$ cat src/rtl/qam_symbol_scheduler.sv
// qam_symbol_scheduler: paces FIFO-fed 2-bit QAM symbols onto the modulator
// with per-frame preamble insertion and delayed loopback error counting.
//
// Ports:
//   clk, rst            clock, asynchronous active-low reset
//   enable              permits frame start and continuation
//   in_valid/in_data    symbol push into the FIFO, in_ready = not full
//   demod_in            symbol returned by the demodulator
//   mod_data            symbol driven to the modulator
//   mod_active          a frame (preamble or data) is on mod_data
//   sym_strobe          high on the first cycle of every symbol
//   fifo_level          current FIFO occupancy
//   check_count         saturating count of loopback comparisons
//   err_count           saturating count of loopback mismatches

module qam_symbol_scheduler #(
    parameter int SYMBOL_PERIOD = 8000,
    parameter int FIFO_DEPTH    = 8,
    parameter int PREAMBLE_LEN  = 4,
    parameter int CHECK_DELAY   = 1
) (
    input  logic                        clk,
    input  logic                        rst,
    input  logic                        enable,
    input  logic                        in_valid,
    input  logic [1:0]                  in_data,
    output logic                        in_ready,
    input  logic [1:0]                  demod_in,
    output logic [1:0]                  mod_data,
    output logic                        mod_active,
    output logic                        sym_strobe,
    output logic [$clog2(FIFO_DEPTH):0] fifo_level,
    output logic [15:0]                 check_count,
    output logic [15:0]                 err_count
);

    localparam int AW = $clog2(FIFO_DEPTH);
    localparam int LW = AW + 1;
    localparam int HN = CHECK_DELAY + 1;

    localparam logic [15:0]   CNT_LAST = 16'(SYMBOL_PERIOD - 1);
    localparam logic [3:0]    PRE_LAST = 4'(PREAMBLE_LEN - 1);
    localparam logic [LW-1:0] FULL     = LW'(FIFO_DEPTH);

    typedef enum logic [1:0] {
        IDLE,
        PREAMBLE,
        DATA
    } state_t;

    state_t state_q, state_d;

    logic [15:0]   cnt_q, cnt_d;
    logic [3:0]    pre_q, pre_d;
    logic [1:0]    mod_q, mod_d;

    logic [1:0]    mem [FIFO_DEPTH];
    logic [AW-1:0] wr_q, rd_q;
    logic [LW-1:0] lvl_q;

    logic          push;
    logic          pop;
    logic          load;
    logic          clr_hist;
    logic          last;
    logic          empty;

    logic [1:0]    hist_sym [HN];
    logic          hist_vld [HN];
    logic          chk_en;
    logic          mism;
    logic [15:0]   chk_q, err_q;

    assign empty       = (lvl_q == '0);
    assign last        = (cnt_q == CNT_LAST);
    assign in_ready    = (lvl_q != FULL);
    assign push        = in_valid && in_ready;
    assign fifo_level  = lvl_q;
    assign mod_data    = mod_q;
    assign mod_active  = (state_q != IDLE);
    // The counter sits at 0 for every symbol's first cycle; with a
    // one-cycle period it never leaves 0, so the strobe stays high.
    assign sym_strobe  = mod_active && (cnt_q == 16'd0);
    assign check_count = chk_q;
    assign err_count   = err_q;

    // ---------------- symbol FIFO ----------------

    always_ff @(posedge clk) begin
        if (push) begin
            mem[wr_q] <= in_data;
        end
    end

    always_ff @(posedge clk or negedge rst) begin
        if (!rst) begin
            wr_q  <= '0;
            rd_q  <= '0;
            lvl_q <= '0;
        end else begin
            if (push) begin
                wr_q <= wr_q + AW'(1);
            end
            if (pop) begin
                rd_q <= rd_q + AW'(1);
            end
            if (push && !pop) begin
                lvl_q <= lvl_q + LW'(1);
            end else if (pop && !push) begin
                lvl_q <= lvl_q - LW'(1);
            end
        end
    end

    // ---------------- frame FSM ----------------

    always_ff @(posedge clk or negedge rst) begin
        if (!rst) begin
            state_q <= IDLE;
            cnt_q   <= '0;
            pre_q   <= '0;
            mod_q   <= 2'b00;
        end else begin
            state_q <= state_d;
            cnt_q   <= cnt_d;
            pre_q   <= pre_d;
            mod_q   <= mod_d;
        end
    end

    always_comb begin
        state_d  = state_q;
        cnt_d    = cnt_q;
        pre_d    = pre_q;
        mod_d    = mod_q;
        pop      = 1'b0;
        load     = 1'b0;
        clr_hist = 1'b0;
        unique case (state_q)
            IDLE: begin
                cnt_d = '0;
                mod_d = 2'b00;
                if (enable && !empty) begin
                    load = 1'b1;
                    if (PREAMBLE_LEN == 0) begin
                        state_d = DATA;
                        mod_d   = mem[rd_q];
                        pop     = 1'b1;
                    end else begin
                        state_d = PREAMBLE;
                        pre_d   = '0;
                        mod_d   = 2'b00;
                    end
                end
            end
            PREAMBLE: begin
                if (last) begin
                    cnt_d = '0;
                    load  = 1'b1;
                    // The FIFO was non-empty at frame start and nothing
                    // pops during the preamble, so a head symbol exists.
                    if (pre_q == PRE_LAST) begin
                        state_d = DATA;
                        mod_d   = mem[rd_q];
                        pop     = 1'b1;
                    end else begin
                        pre_d = pre_q + 4'd1;
                        // Next index is odd exactly when this one is even.
                        mod_d = pre_q[0] ? 2'b00 : 2'b11;
                    end
                end else begin
                    cnt_d = cnt_q + 16'd1;
                end
            end
            DATA: begin
                if (last) begin
                    cnt_d = '0;
                    if (empty || !enable) begin
                        state_d  = IDLE;
                        mod_d    = 2'b00;
                        clr_hist = 1'b1;
                    end else begin
                        mod_d = mem[rd_q];
                        pop   = 1'b1;
                        load  = 1'b1;
                    end
                end else begin
                    cnt_d = cnt_q + 16'd1;
                end
            end
            default: begin
                state_d = IDLE;
                cnt_d   = '0;
                mod_d   = 2'b00;
            end
        endcase
    end

    // ---------------- transmit history ----------------

    // Entry 0 is the symbol currently on mod_data; entry k is the symbol
    // sent k symbols earlier in the same frame.
    always_ff @(posedge clk or negedge rst) begin
        if (!rst) begin
            for (int i = 0; i < HN; i++) begin
                hist_sym[i] <= 2'b00;
                hist_vld[i] <= 1'b0;
            end
        end else if (clr_hist) begin
            for (int i = 0; i < HN; i++) begin
                hist_vld[i] <= 1'b0;
            end
        end else if (load) begin
            hist_sym[0] <= mod_d;
            hist_vld[0] <= 1'b1;
            for (int i = 1; i < HN; i++) begin
                hist_sym[i] <= hist_sym[i-1];
                hist_vld[i] <= hist_vld[i-1];
            end
        end
    end

    // ---------------- loopback checker ----------------

    assign chk_en = mod_active && last && hist_vld[CHECK_DELAY];
    assign mism   = (hist_sym[CHECK_DELAY] != demod_in);

    always_ff @(posedge clk or negedge rst) begin
        if (!rst) begin
            chk_q <= '0;
            err_q <= '0;
        end else if (chk_en) begin
            if (chk_q != 16'hFFFF) begin
                chk_q <= chk_q + 16'd1;
            end
            if (mism && (err_q != 16'hFFFF)) begin
                err_q <= err_q + 16'd1;
            end
        end
    end

endmodule

$ cat config.mk
export PLATFORM = sky130hd
export DESIGN_NAME = qam_symbol_scheduler
export DESIGN_NICKNAME = d
export VERILOG_FILES = /design/src/rtl/qam_symbol_scheduler.sv
export SDC_FILE = /design/constraint.sdc
export NUM_CORES = 1
export LEC_CHECK = 0
export CAP_MARGIN = 20
export CORE_ASPECT_RATIO = 0.7
export CORE_UTILIZATION = 35
export CTS_CLUSTER_SIZE = 14
export DETAILED_ROUTE_END_ITERATION = 8
export GPL_ROUTABILITY_DRIVEN = 0
export PLACE_DENSITY = 0.5
export SYNTH_ARGS = -nofsm -noshare
export SYNTH_HDL_FRONTEND = slang
export SYNTH_SLANG_ARGS = --single-unit
$ cat constraint.sdc
create_clock -name clk -period 3.2 [get_ports clk]
set_input_delay 0.64 -clock clk [delete_from_list [all_inputs] [get_ports clk]]
set_output_delay 0.64 -clock clk [all_outputs]
set_load 0.05 [all_outputs]
=== Word level (Yosys, flattened, before mapping) ===
Memories as Yosys holds them, arrays and structs flattened.
Index checks and enable logic that the tools add are counted.

* Register bits: 72
* Memories: 1
* Word-level logic and storage cells: 98
* Latch bits: 0
* RAM bits: 16
* Input port bits: 8
* Bits in read-only memories: 0

* Muxes and demuxes: 35
* Equality and inequality tests: 14
* Div/mod/pow operators: 0
* Bitwise operators: 1
* Shifts and indexed selects: 0
* Add/sub/neg operators: 8
* Order comparisons: 0
* Reductions and logical operators: 26
* Multipliers: 0

{| class="wikitable"
|+ Memory list
! memory !! depth !! width !! rd ports !! clocked after memory_dff !! wr ports !! RTL line !! text
|-
| mem || 8 || 2 || 1 || 0 || 1 || 57 || <nowiki>logic [1:0] mem [FIFO_DEPTH];</nowiki>
|}

{| class="wikitable"
|+ Operators with widths
! kind !! number
|-
| $add 16x1->16 const B || 3
|-
| $mux 16 || 2
|-
| $ne 16x16->1 const B || 2
|-
| $mux 2 || 12
|-
| $mux 4 || 5
|-
| $eq 16x13->1 const B || 1
|-
| $logic_not 16->1 || 1
|-
| $ne 2x2->1 const B || 6
|-
| $mux 1 || 11
|-
| $add 4x1->4 const B || 2
|-
| $logic_and 1x1->1 || 8
|-
| $pmux 4 s2 || 1
|-
| $reduce_bool 2->1 || 4
|-
| $add 3x1->3 const B || 2
|-
| $pmux 2 s3 || 1
|-
| $reduce_and 2->1 || 3
|-
| $reduce_and 5->1 || 1
|-
| $eq 4x2->1 const B || 1
|-
| $logic_not 1->1 || 4
|-
| $logic_not 4->1 || 1
|-
| $ne 4x4->1 const B || 1
|-
| $pmux 2 s2 || 1
|-
| $reduce_and 4->1 || 1
|-
| $sub 4x1->4 const B || 1
|-
| other kinds (9) || 9
|}

=== Logic depth before layout (Yosys ltp) ===
Gate-level depths: netlist (run 1).

* Depth after elaboration: 8
* Depth in mapped cells: 15

=== Worst setup path before layout (run 1) ===
OpenSTA, ideal clock, no wires.

* Kind: flip-flop to output port
* From: reg cnt_q[7]
* To: out sym_strobe
* Arrival time: 2.963 ns
* Stages on the path, launching flop included: 6
* Setup slack: -0.403 ns
* Required time: 2.560 ns
* Cells stage by stage: dfrtp_1 -> or4_1 -> nor2_2 -> buf_4 -> nand3_1 -> nor4b_1

* Longest elaborated chain between the ends: 2

{| class="wikitable"
|+ Ends and longest elaborated chain
! item !! RTL line !! text
|-
| start: declaration || 53 || <nowiki>logic [15:0] cnt_q, cnt_d;</nowiki>
|-
| start signal: assignment || 125 || <nowiki>cnt_q <= cnt_d;</nowiki>
|-
| $logic_not 16->1 || 83 || <nowiki>assign sym_strobe = mod_active && (cnt_q == 16'd0);</nowiki>
|-
| $logic_and 1x1->1 || 83 ||
|-
| end: declaration || 31 || <nowiki>output logic sym_strobe,</nowiki>
|}

Every way passes these cells.

=== Final worst setup path (run 1) ===
Same ends and word-level chain as after synthesis.

==> out/qor.csv, run 1 <==
metric,value,unit
htreeDepth,3,
drc_errors,0,
yosysTopAreaCell,dfrtp_1,
first_iter_violations,146,
yosysSeqAreaShare,0.530,
syn_nets,405,
critPathRequiredTime,2.56,ns
netlist_area,0.00431,mm²
grt_setup_unrepaired,no,
wirelength,8820,µm
yosysWarnings,0,
tns,0,ns
pwr_density_cell,494,mW/mm²
end_kind,output port,
worstPathMaxFanout,10,
fin_skew,0.00671,ns
p_total,2630,µW
start_util,0.363,
die_w,135,µm
tritoncts,built,
timing.rr.start,fifo_level[0],
setup_slack,0.275,ns
postCtsSetupBuffers,0,
syn_avg_cell_area,11.3,µm²
crit_slowest_cell,or4_1,
place_ws,0.117,ns
final_max_slew_viol_count,0,
fin_area,0.00532,mm²
yosysTopAreaCellShare,0.418,
clk_latency,0.34,ns
tightest_slew,0.926,ns
fmax,342,MHz
die_h,94.8,µm
core-area,0.0119,mm²
slew_headroom,0.383,
grtUsageTotal,0.153,
antenna_found_initial,0,
ant_nets,0,
grt_pass1_wl,14800,µm
numPortBuffers,48,
drive_above_1_share,0.119,
cp_top_family,simple AND/OR/NAND/NOR gates,
synth_top_cells_by_area,"dfrtp_1 42%, edfxtp_1 11%, xnor2_1 6.7%",
crit_path_start_kind,flip-flop,
grt_overflow,0,
grt_pass1_vias,2748,
utilization,0.449,
clock_path_buffers,2,
dpl.hpwl,6410,µm
r2r-end,fifo_level[3],
setup_viol,0,
crit_type,flip-flop to output port,
io_pins,49,
dr.pass1.iters,4,
vias,2912,
cap_violations,0,
finalHoldViolations,0,
path_cells,or4_1 -> nor2_2 -> buf_4 -> nand3_1 -> nor4b_2 -> buf_12,
cts_sinks,88,
die_area,0.0128,mm²
critPathLaunch,cnt_q[7],
num-fill-cells,1089,
max_stage_delay,0.54,ns
status,"complete, no violations",
areaGrowthSynthToFinish,23.5,%
cts_buffers,9,
arrival,2.28,ns
static-leakage-power,0.00226,µW
cts_resized,0,
synthFlopType,dfrtp_1,
n_antenna_cell,0,
async_flop_share,0.818,
hold_buffers,0,
netlist_instances,382,
finish.net_count,464,
hp-class,input port to asynchronous set/reset pin,
rows,33,
postPlaceCellArea,0.00502,mm²
ir_drop,253,µV
finalCritPeriodShare,0.914,
synth.distinct_cells,55,
reg2reg_depth,13,
ctsRootBufferMaster,clkbuf_16,
rrSetupSlack,0.38,ns
wl_per_cell,14.6,µm
fin_crit,2.92,ns
synth_edf_count,16,
path_buf_inv,2,
grt_max_degree,73,
ys_ff_latch,88,
clk_pin_slew,0.06,ns
detail_route.vias_per_cell,4.83,
[registers in the layout, indices dropped and copies added, names as in the netlist]
signal	cells
check_count	16
cnt_q	16
mod_data	2
state_q	2
hist_sym	4
pre_q	4
rd_q	3
fifo_level	4
err_count	16
hist_vld	2
mem	16
wr_q	3
[synthesized netlist by cell type (3+ instances only)]
cell      instances
a21oi_1           9
and2_1            3
and3_1            8
and4_1            5
clkbuf_1          4
dfrtp_1          72
edfxtp_1         16
ha_1             14
inv_1            14
mux2_2           10
mux4_2            4
nand2_1          34
nand2b_1          4
nand3_1          20
nand4_1          10
nor2_1           38
nor3_1           10
o21ai_0          10
o41ai_1           3
or3_1             3
xnor2_1          33
xor2_1           17
[routing by layer]
layer / routed length [µm] / up-vias / share of wire / track usage
met5: 0 / - / 0 / 0
met4: 55 / 0 / 0.0062 / 0.0449
met3: 336 / 6 / 0.038 / 0.0446
met2: 3570 / 35 / 0.41 / 0.202
met1: 4850 / 1406 / 0.55 / 0.234
li1: - / 1465 / - / -
[logic make-up (layout without fill, tap and decap cells)]
family / after synthesis / count (layout) / synth area share
and+or+nand+nor: 151 / 151 / 0.183
DFF: 88 / 88 / 0.530
xor gates and xnor gates: 52 / 52 / 0.109
AOI/OAI and AO/OA: 38 / 38 / 0.0599
buffers and inverters: 22 / 86 / 0.0206
muxes: 16 / 16 / 0.0517
adders and majority gates: 15 / 15 / 0.0453
[power breakdown]
part	internal (µW)	switching, µW	total, µW
combinational	132	252	384
sequential	1170	25.6	1190
clock	610	442	1050
[metrics by stage]
step / hold WS, ns / std cells
3_5_place_dp: 0.462 / 587
3_3_place_gp: 0.456 / 587
4_1_cts: 0.480 / 603
5_1_grt: 0.504 / 603
2_1_floorplan: 0.344 / 382
6_report: 0.435 / 603
[worst max path at each step]
stage               endpoint  slack (ns)  cells past startpoint
6_report          sym_strobe        0.28                      6
3_5_place_dp   fifo_level[3]        0.12                     14
5_1_grt        fifo_level[3]        0.07                     13
3_3_place_gp   fifo_level[3]        0.20                     14
4_1_cts           sym_strobe        0.26                      6
2_1_floorplan  fifo_level[3]        0.12                     13
[cells in the final DEF (no fill, tap or decap), types with 2 or more instances in the layout]
master / count
clkdlybuf4s50_1: 46
mux2i_1: 2
o41ai_1: 3
nor4_1: 2
and2_1: 3
inv_1: 14
xnor2_2: 2
buf_4: 9
nand4_1: 10
nor3_1: 10
a21o_1: 2
nand2b_1: 4
o21ai_0: 10
and4_1: 5
nor2_1: 38
inv_6: 2
edfxtp_1: 16
o21a_1: 2
or3_1: 3
xor2_1: 17
mux4_2: 4
dfrtp_1: 72
clkbuf_16: 9
xnor2_1: 33
nand2_1: 34
ha_1: 14
mux2_2: 10
or4_1: 2
and3_1: 8
nand3_1: 20
a21oi_1: 9
or3_4: 2
[layout make-up]
class	instances	area (µm²)	area share
clock buffers	10	229	0.0431
well taps	157	196	0.0369
repair buffers	56	548	0.103
multi-input cells	272	1940	0.365
clock inverters	6	67.6	0.0127
flip-flops and latches	88	2280	0.429
inverters	14	52.6	0.00988
[worst register-to-register path, delay by kind of cell, from the launching register on]
kind                       cells  cell delay, ns
adders and majority gates      2            0.47
AOI/OAI and AO/OA              4            1.07
buffers and inverters          1            0.09
DFF                            1            0.47
and+or+nand+nor                4            0.37
xor gates and xnor gates       2            0.25
Power figures use the tool's default switching activity.
==> run 2: changes to the inputs <==
--- a/config.mk
+++ b/config.mk
@@ -12,6 +12,7 @@
 export DETAILED_ROUTE_END_ITERATION = 8
 export GPL_ROUTABILITY_DRIVEN = 0
 export PLACE_DENSITY = 0.5
+export SETUP_SLACK_MARGIN = 0.15
 export SYNTH_ARGS = -nofsm -noshare
 export SYNTH_HDL_FRONTEND = slang
 export SYNTH_SLANG_ARGS = --single-unit
==> out/qor.csv, run 2 (synthesized netlist as in run 1, its figures left out) <==
metric,value,unit,change
status,"complete, no violations",,
finalCritPeriodShare,0.908,,-0.00587
cts_sinks,88,,unchanged
clk_pin_slew,0.06,ns,about the same
cap_violations,0,,unchanged
dr.pass1.iters,5,,+1
end_kind,output port,,
drive_above_1_share,0.128,,+0.00926
die_h,94.8,µm,unchanged
clk_latency,0.34,ns,about the same
ir_drop,424,µV,+68%
start_util,0.363,,unchanged
fmax,344,MHz,+0.65%
htreeDepth,3,,unchanged
hp-class,input port to asynchronous set/reset pin,,
timing.rr.start,cnt_q[7],,
first_iter_violations,127,,-13%
p_sw,745,µW,+3.5%
die_w,135,µm,unchanged
detail_route.vias_per_cell,4.88,,+1.1%
arrival,2.27,ns,about the same
switching_share,0.264,,-0.00958
critPathRequiredTime,2.56,ns,about the same
grt_pass1_wl,15400,µm,+3.8%
dpl.hpwl,6450,µm,+0.57%
setup_viol,0,,unchanged
wirelength,9010,µm,+2.2%
regArea,0.00228,mm²,unchanged
hold_slack,0.425,ns,-0.00958 ns
ant_nets,0,,unchanged
pwr_density_cell,522,mW/mm²,+5.8%
die_area,0.0128,mm²,unchanged
clock_path_buffers,2,,unchanged
crit_path_start_kind,flip-flop,,
slew_headroom,0.375,,-0.00758
p_clk_frac,0.440,,+0.040
final_max_slew_viol_count,0,,unchanged
worstPathMaxFanout,10,,unchanged
vias,2939,,+0.93%
drc_errors,0,,unchanged
tightest_slew,0.937,ns,+0.0114 ns
grt_max_degree,73,,unchanged
grt_overflow,0,,unchanged
fin_crit,2.91,ns,-0.0188 ns
layout_commonest_cell,dfrtp_1,,
p_int,2070,µW,+8.7%
cts_buffers,9,,unchanged
wl_per_cell,15.0,µm,+2.3%
rows,33,,unchanged
p_total,2820,µW,+7.2%
antenna_found_initial,0,,unchanged
layout_common_cells,"72 x dfrtp_1, 46 x clkdlybuf4s50_1, 38 x nor2_1, 34 x nand2_1, 33 x xnor2_1",,
io_pins,49,,unchanged
critPathLaunch,cnt_q[7],,
static-leakage-power,0.00230,µW,+1.4%
grtUsageTotal,0.158,,+0.00535
grt_setup_unrepaired,no,,
fin_skew,0.00567,ns,-0.00104 ns
finish.net_count,463,,-0.22%
areaGrowthSynthToFinish,25.2,%,
pwr-share-seq,0.423,,-0.031
num-fill-cells,1065,,-2.2%
tritoncts,built,,
finalHoldViolations,0,,unchanged
core-area,0.0119,mm²,unchanged
ctsRootBufferMaster,clkbuf_16,,
crit_type,flip-flop to output port,,
grt_pass1_vias,2874,,+4.6%
n_antenna_cell,0,,unchanged
power_frac_comb,0.137,,-0.009
multi_input_area,0.00197,mm²,+1.4%
tns,0,ns,unchanged
numPortBuffers,48,,unchanged
[run 2: changes by cell type in the layout (fill, tap and decap cells not counted), sizes merged]
cell / previous run / this run
inv: 16 / 17
clkbuf: 10 / 9
clkinv: 2 / 0
buf: 10 / 9
bufinv: 1 / 3
[run 2: area by class of cell]
cell class | instances | area share
repair buffers | 55 | 0.100
multi-input cells | 272 | 0.365
flip-flops and latches | 88 | 0.423
clock inverters | 7 | 0.0234
inverters | 14 | 0.00974
clock buffers | 9 | 0.0418
well taps | 157 | 0.0364
[run 2: stage by stage]
step	std cells	cell area (µm²)	setup WS (ns)	util
6_report	602	5390	0.294	0.455
5_1_grt	602	5390	0.168	0.455
4_1_cts	601	5370	0.169	0.453
3_5_place_dp	585	5010	0.0355	0.423
3_3_place_gp	585	5010	0.152	0.423
2_1_floorplan	382	4320	0.193	-
[run 2: what timing repair did]
action                     CTS  global route
hold endpoints to repair     0             0
resized for setup            0             3
setup buffers                0             1
hold buffers                 0             0
setup endpoints to repair    0             1
[run 2: metal layers]
metal	share of wire	vias up	track usage
met5	0	-	0
met4	0.0084	0	0.0421
met3	0.028	9	0.0413
met2	0.40	32	0.212
met1	0.56	1432	0.245
li1	-	1466	-
[run 2: worst max-delay path, stage by stage (launching register included)]
cell and delay [ns]:
dfrtp_1 0.41, or4_1 0.54, nor2_2 0.11, buf_4 0.19, nand3_1 0.10, nor4b_2 0.38
buf_12 0.19
[run 2: worst paths after layout]
| kind | to | slack, ns | cells after the start |
|---|---|---|---|
| worst max-delay path | sym_strobe | 0.29 | 6 |
| min in group clk | hist_vld[1] | 0.48 | 2 |
| worst min register to register | hist_vld[1] | 0.48 | 2 |
| worst min-delay path | state_q[1] | 0.43 | 1 |
| worst max register to register | fifo_level[3] | 0.40 | 13 |
| max in group asynchronous | cnt_q[13] | 2.14 | 1 |
[run 2: power groups by stage]
stage / clock network [µW] / registers [µW] / logic, µW
after floorplan: 0 / 1210 / 244
after global placement: 0 / 1210 / 388
after detailed placement: 0 / 1210 / 387
after CTS: 1280 / 1190 / 389
after global routing: 1320 / 1190 / 428
final: 1240 / 1190 / 387
==> run 3: changes to the inputs <==
--- a/config.mk
+++ b/config.mk
@@ -6,7 +6,7 @@
 export NUM_CORES = 1
 export LEC_CHECK = 0
 export CAP_MARGIN = 20
-export CORE_ASPECT_RATIO = 0.7
+export CORE_ASPECT_RATIO = 0.5
 export CORE_UTILIZATION = 35
 export CTS_CLUSTER_SIZE = 14
 export DETAILED_ROUTE_END_ITERATION = 8
==> out/qor.csv, run 3 (synthesized netlist as in run 1, its figures left out) <==
metric,value,unit,change
areaGrowthSynthToFinish,24.5,%,
setup_viol,0,,unchanged
die_w,159,µm,+18%
grt_pass1_vias,3030,,+5.4%
vias,2960,,+0.71%
reg2reg_depth,13,,unchanged
start_util,0.362,,-0.00187
rrSetupSlack,0.37,ns,-0.03 ns
critPathCapture,sym_strobe,,
ant_nets,0,,unchanged
cts_buffers,9,,unchanged
clk_latency,0.34,ns,about the same
fmax,343,MHz,-0.34%
first_iter_violations,157,,+24%
clk_pin_slew,0.07,ns,about the same
place_ws,0.0307,ns,-0.00478 ns
io_pins,49,,unchanged
dpl.hpwl,6150,µm,-4.6%
numPortBuffers,48,,unchanged
grt_pass1_wl,14900,µm,-3.2%
status,"complete, no violations",,
ctsRootBufferMaster,clkbuf_16,,
crit_path_start_kind,flip-flop,,
htreeDepth,3,,unchanged
layout_common_cells,"72 x dfrtp_1, 46 x clkdlybuf4s50_1, 37 x nor2_1, 34 x nand2_1, 33 x xnor2_1",,
n_antenna_cell,0,,unchanged
wl_per_cell,14.0,µm,-6.3%
num-fill-cells,1114,,+4.6%
grt_overflow,0,,unchanged
finalHoldViolations,0,,unchanged
drc_errors,0,,unchanged
critPathRequiredTime,2.56,ns,about the same
cap_violations,0,,unchanged
clock_path_buffers,2,,unchanged
critPathLaunch,cnt_q[7],,
antenna_found_initial,0,,unchanged
ir_drop,242,µV,-43%
slew_headroom,0.534,,+0.159
finish.net_count,462,,-0.22%
r2r-end,fifo_level[3],,
dr.pass1.iters,5,,unchanged
layout_commonest_cell,dfrtp_1,,
final_max_slew_viol_count,0,,unchanged
setup_slack,0.284,ns,-0.00977 ns
crit_type,flip-flop to output port,,
static-leakage-power,0.00228,µW,-0.82%
drive_above_1_share,0.126,,-0.00196
wirelength,8540,µm,-5.2%
timing.rr.start,cnt_q[7],,
finalCritPeriodShare,0.911,,+0.00305
p_total,2650,µW,-5.8%
cts_sinks,88,,unchanged
hold_slack,0.337,ns,-0.0880 ns
die_area,0.0128,mm²,+0.16%
die_h,80.4,µm,-15%
end_kind,output port,,
pwr_density_cell,495,mW/mm²,-5.3%
rows,28,,-15%
arrival,2.28,ns,about the same
tightest_slew,0.698,ns,-0.239 ns
hp-class,input port to asynchronous set/reset pin,,
detail_route.vias_per_cell,4.86,,-0.44%
grt_setup_unrepaired,yes,,
tritoncts,built,,
fin_skew,0.00626,ns,+0.000596 ns
worstPathMaxFanout,10,,unchanged
fin_crit,2.92,ns,+0.00977 ns
grt_max_degree,45,,-38%
grtUsageTotal,0.148,,-0.0105
core-area,0.0119,mm²,+0.52%
tns,0,ns,unchanged
[run 3: report_power, final]
group | internal (µW) | total (µW) | switching, µW
clock network | 613 | 1070 | 461
registers | 1170 | 1190 | 23.1
logic | 137 | 390 | 253
total | 1920 | 2650 | 737
[run 3: how the worst min path moves through the flow]
stage / from / slack [ns] / end
after floorplan: rst / 0.34 / check_count[0]
after global placement: cnt_q[0] / 0.48 / cnt_q[0]
after detailed placement: cnt_q[0] / 0.48 / cnt_q[0]
after CTS: rst / 0.36 / err_count[10]
after global routing: rst / 0.38 / err_count[9]
final: rst / 0.34 / err_count[10]
[run 3: critical path: stages (launching register included)]
cell,delay [ns]
dfrtp_1,0.41
or4_1,0.55
nor2_2,0.12
buf_4,0.19
nand3_1,0.13
nor4b_4,0.35
buf_12,0.18
[run 3: per-layer routing]
layer  GRT usage  vias to the layer above  routed length (µm)
met3      0.0434                       11                 307
met1       0.185                     1455                4020
li1            -                     1458                   -
met5           0                        -                   0
met4      0.0423                        0                  92
met2       0.249                       36                4120
[run 3: what timing repair did]
action	in CTS	in global routing
hold buffers	0	0
buffers inserted	0	1
gates resized for setup	0	4
endpoints found under the setup margin	0	2
[run 3: final cells by class]
class | instances | area [µm²] | area share
timing repair buffer | 54 | 543 | 0.101
clock buffer | 9 | 225 | 0.0420
sequential | 88 | 2280 | 0.425
clock inverter | 7 | 77.6 | 0.0145
tap | 165 | 206 | 0.0385
inverter | 14 | 52.6 | 0.00980
multi-input combinational | 272 | 1980 | 0.369
[run 3: metrics by stage]
| step | instance area, µm² | instances | util |
|---|---|---|---|
| 6_report | 5360 | 609 | 0.450 |
| 3_5_place_dp | 5030 | 592 | 0.422 |
| 5_1_grt | 5360 | 609 | 0.450 |
| 4_1_cts | 5330 | 608 | 0.447 |
| 3_3_place_gp | 5030 | 592 | 0.422 |
| 2_1_floorplan | 4320 | 382 | - |
==> RTL change (settings of run 2) <==
Put one more register stage on the output `err_count`. The value now appears one clock later. The other outputs are not delayed to match.
--- a/src/rtl/qam_symbol_scheduler.sv
+++ b/src/rtl/qam_symbol_scheduler.sv
@@ -84,3 +84,5 @@
     assign check_count = chk_q;
-    assign err_count   = err_q;
+    always_ff @(posedge clk) begin
+        err_count <= err_q;
+    end
 
Formal check against the unedited RTL: same outputs for any inputs over 10 cycles, from zero or initial values and one cycle with rst low; that may be too few to reach the edited logic, so the function may still have changed.
==> RTL change against run 2 <==
  * Global-route usage down 1.4 points
  * Worst setup slack worse by 0.0088 ns
  * Utilization down 1.4 points
  * Routed wire length up 4.7%
  * Sequential cell count up 16
  * Total power up 11%
  * First-iteration DRC count up 6.3%
  * Design area up 7.9%
  * Clock skew up 0.0055 ns
  * Synthesized area up 10%
  * Register-to-register slack worse by 0.11 ns
==> RTL change: results (changes against run 2) <==
Post-Syn Nets 436 (+7.7%); met3 wire length 258 µm (+3.2%); Commonest cells post-synth dfrtp_1, nand2_1, nor2_1, xor2_1, xnor2_1; Cells after DPL 646 (+10%); CTS buffer count 9 (unchanged); H-tree depth 3 (unchanged); Peak VDD IR 0.000245 V (-42%); adder and majority gate portion of the synthesized area 4.38% (-0.15 points); Min-Delay Path Class input port to async pin; status complete, no violations; share of layout cells above drive strength 1 12.5% (-0.28 points); asr flop ratio synth 69.2% (-13 points); dpl hpwl 6760 µm (+4.9%); Finished Layout Cells 664 (+10%); Gate Count Post-Synth 412 (+7.9%); register area share after synthesis 54.9% (+1.9 points); Ys Warns 0 (unchanged); maxcap violations 0 (unchanged); xor-xnor portion of the synthesized cell area 9.79% (-1.1 points); Cell Area, Placed 5510 µm² (+9.8%); Post-synth EDFFs 16 (unchanged); Starting DRT DRC Count 135 (+6.3%); Netlist cell types 55 (unchanged); critical path peak fanout 3 (-7); Slew @ Worst Pin 0.771 ns (-0.166 ns); first-pass GRT wire length 15700 µm (+2.5%); Clk Latency, worst-skew pair 0.34 ns (about the same); area of the multi-input gates 2070 µm² (+4.9%); PortBufs 48 (unchanged); Setup Skew 0.0111 ns (+0.00546 ns); Pre-antenna DRT Iters 7 (+2); Worst-path clk slew 0.07 ns; Top Layer Used met4; leakage 2.32 nW (+1.2%); root buf cell clkbuf_16; Compound-Gate Fraction of Synth Area 5.36% (-0.63 points); worst path arrival time 3.14 ns (+0.87 ns); vias per cell 4.81 (-1.4%); clock tree buffer depth 2 (unchanged); nets 498 (+7.6%); met1 WL 4990 µm (-1.1%); FILL cells 1280 (+20%); diode count 0 (unchanged); initial antenna violation count 0 (unchanged); met2 wire len 4120 µm (+13%); GRT Total Usage 14.4% (-1.4 points); DP Worst Slack 0.103 ns (+0.0673 ns); pin count of the biggest net entering global routing 45 (-38%); post-DR wirelength/cell 14.2 µm (-5.0%); vias in the first global route 3109 (+8.2%); top cells by area in the synthesized netlist dfrtp_1, edfxtp_1, dfxtp_1, xor2_1, xnor2_1; post-synthesis mux area share 5.33% (+0.16 points)
[RTL change: changes by cell type after synthesis, sizes merged, moves of 5 or more]
cell,change
xnor2,-9
o21ai,-8
xor2,+10
nor4,+14
nor3,+6
a21oi,-5
dfxtp,+16
nor2,-9
[RTL change: what timing repair did]
action                                  CTS  global route
endpoints found under the hold margin     0             0
pin swaps                                 0             0
cloned                                    0             0
endpoints found under the setup margin    1             1
buffers inserted                          0             2
resized for setup                         1             4
[RTL change: area by class of cell]
class                   count  area share (%)
flip-flops and latches    104            44.7
multi-input cells         283            35.5
repair buffers             60            9.89
well taps                 185            3.98
clock buffers              10            3.94
inverters                  16            1.03
clock inverters             6           0.903
[RTL change: path summary, 6_finish.rpt]
kind	from	to	slack [ns]	cells after the start
max reg2reg	cnt_q[7]	fifo_level[3]	0.29	12
max	cnt_q[7]	fifo_level[3]	0.29	12
min in group clk	err_q[14]	err_count[14]	0.38	0
min reg2reg	err_q[14]	err_count[14]	0.38	0
min	rst	check_count[13]	0.35	1
max in group asynchronous	rst	mod_data[0]	2.16	2
[RTL change: layer usage]
metal | global-route usage (%) | vias up
li1 | - | 1596
met1 | 21.3 | 1554
met2 | 21.5 | 38
met3 | 3.08 | 7
met4 | 3.60 | 0
met5 | 0 | -
[RTL change: cell families (layout without fill, tap and decap cells)]
logic type	after synthesis	after routing
buf+inv	25	92
fa+ha+maj	16	16
compound gates	31	31
xor+xnor	53	53
simple gates	164	164
flops	104	104
mux	19	19
[RTL change: worst max-delay path, cell delays in order (launching register included)]
cell and delay [ns]:
dfrtp_1 0.40, or4_4 0.55, or4_4 0.46, nor2_4 0.11
nand3_1 0.11, ha_2 0.21, inv_2 0.07, ha_1 0.23
a21o_1 0.19, a21oi_2 0.14, xnor2_1 0.12, nor2_1 0.06
xor2_1 0.13
[RTL change: power by group]
group	total, mW	internal [mW]	switching [mW]
Clock	1.04	0.541	0.499
Sequential	1.55	1.44	0.112
Combinational	0.532	0.218	0.314
Total	3.12	2.20	0.925
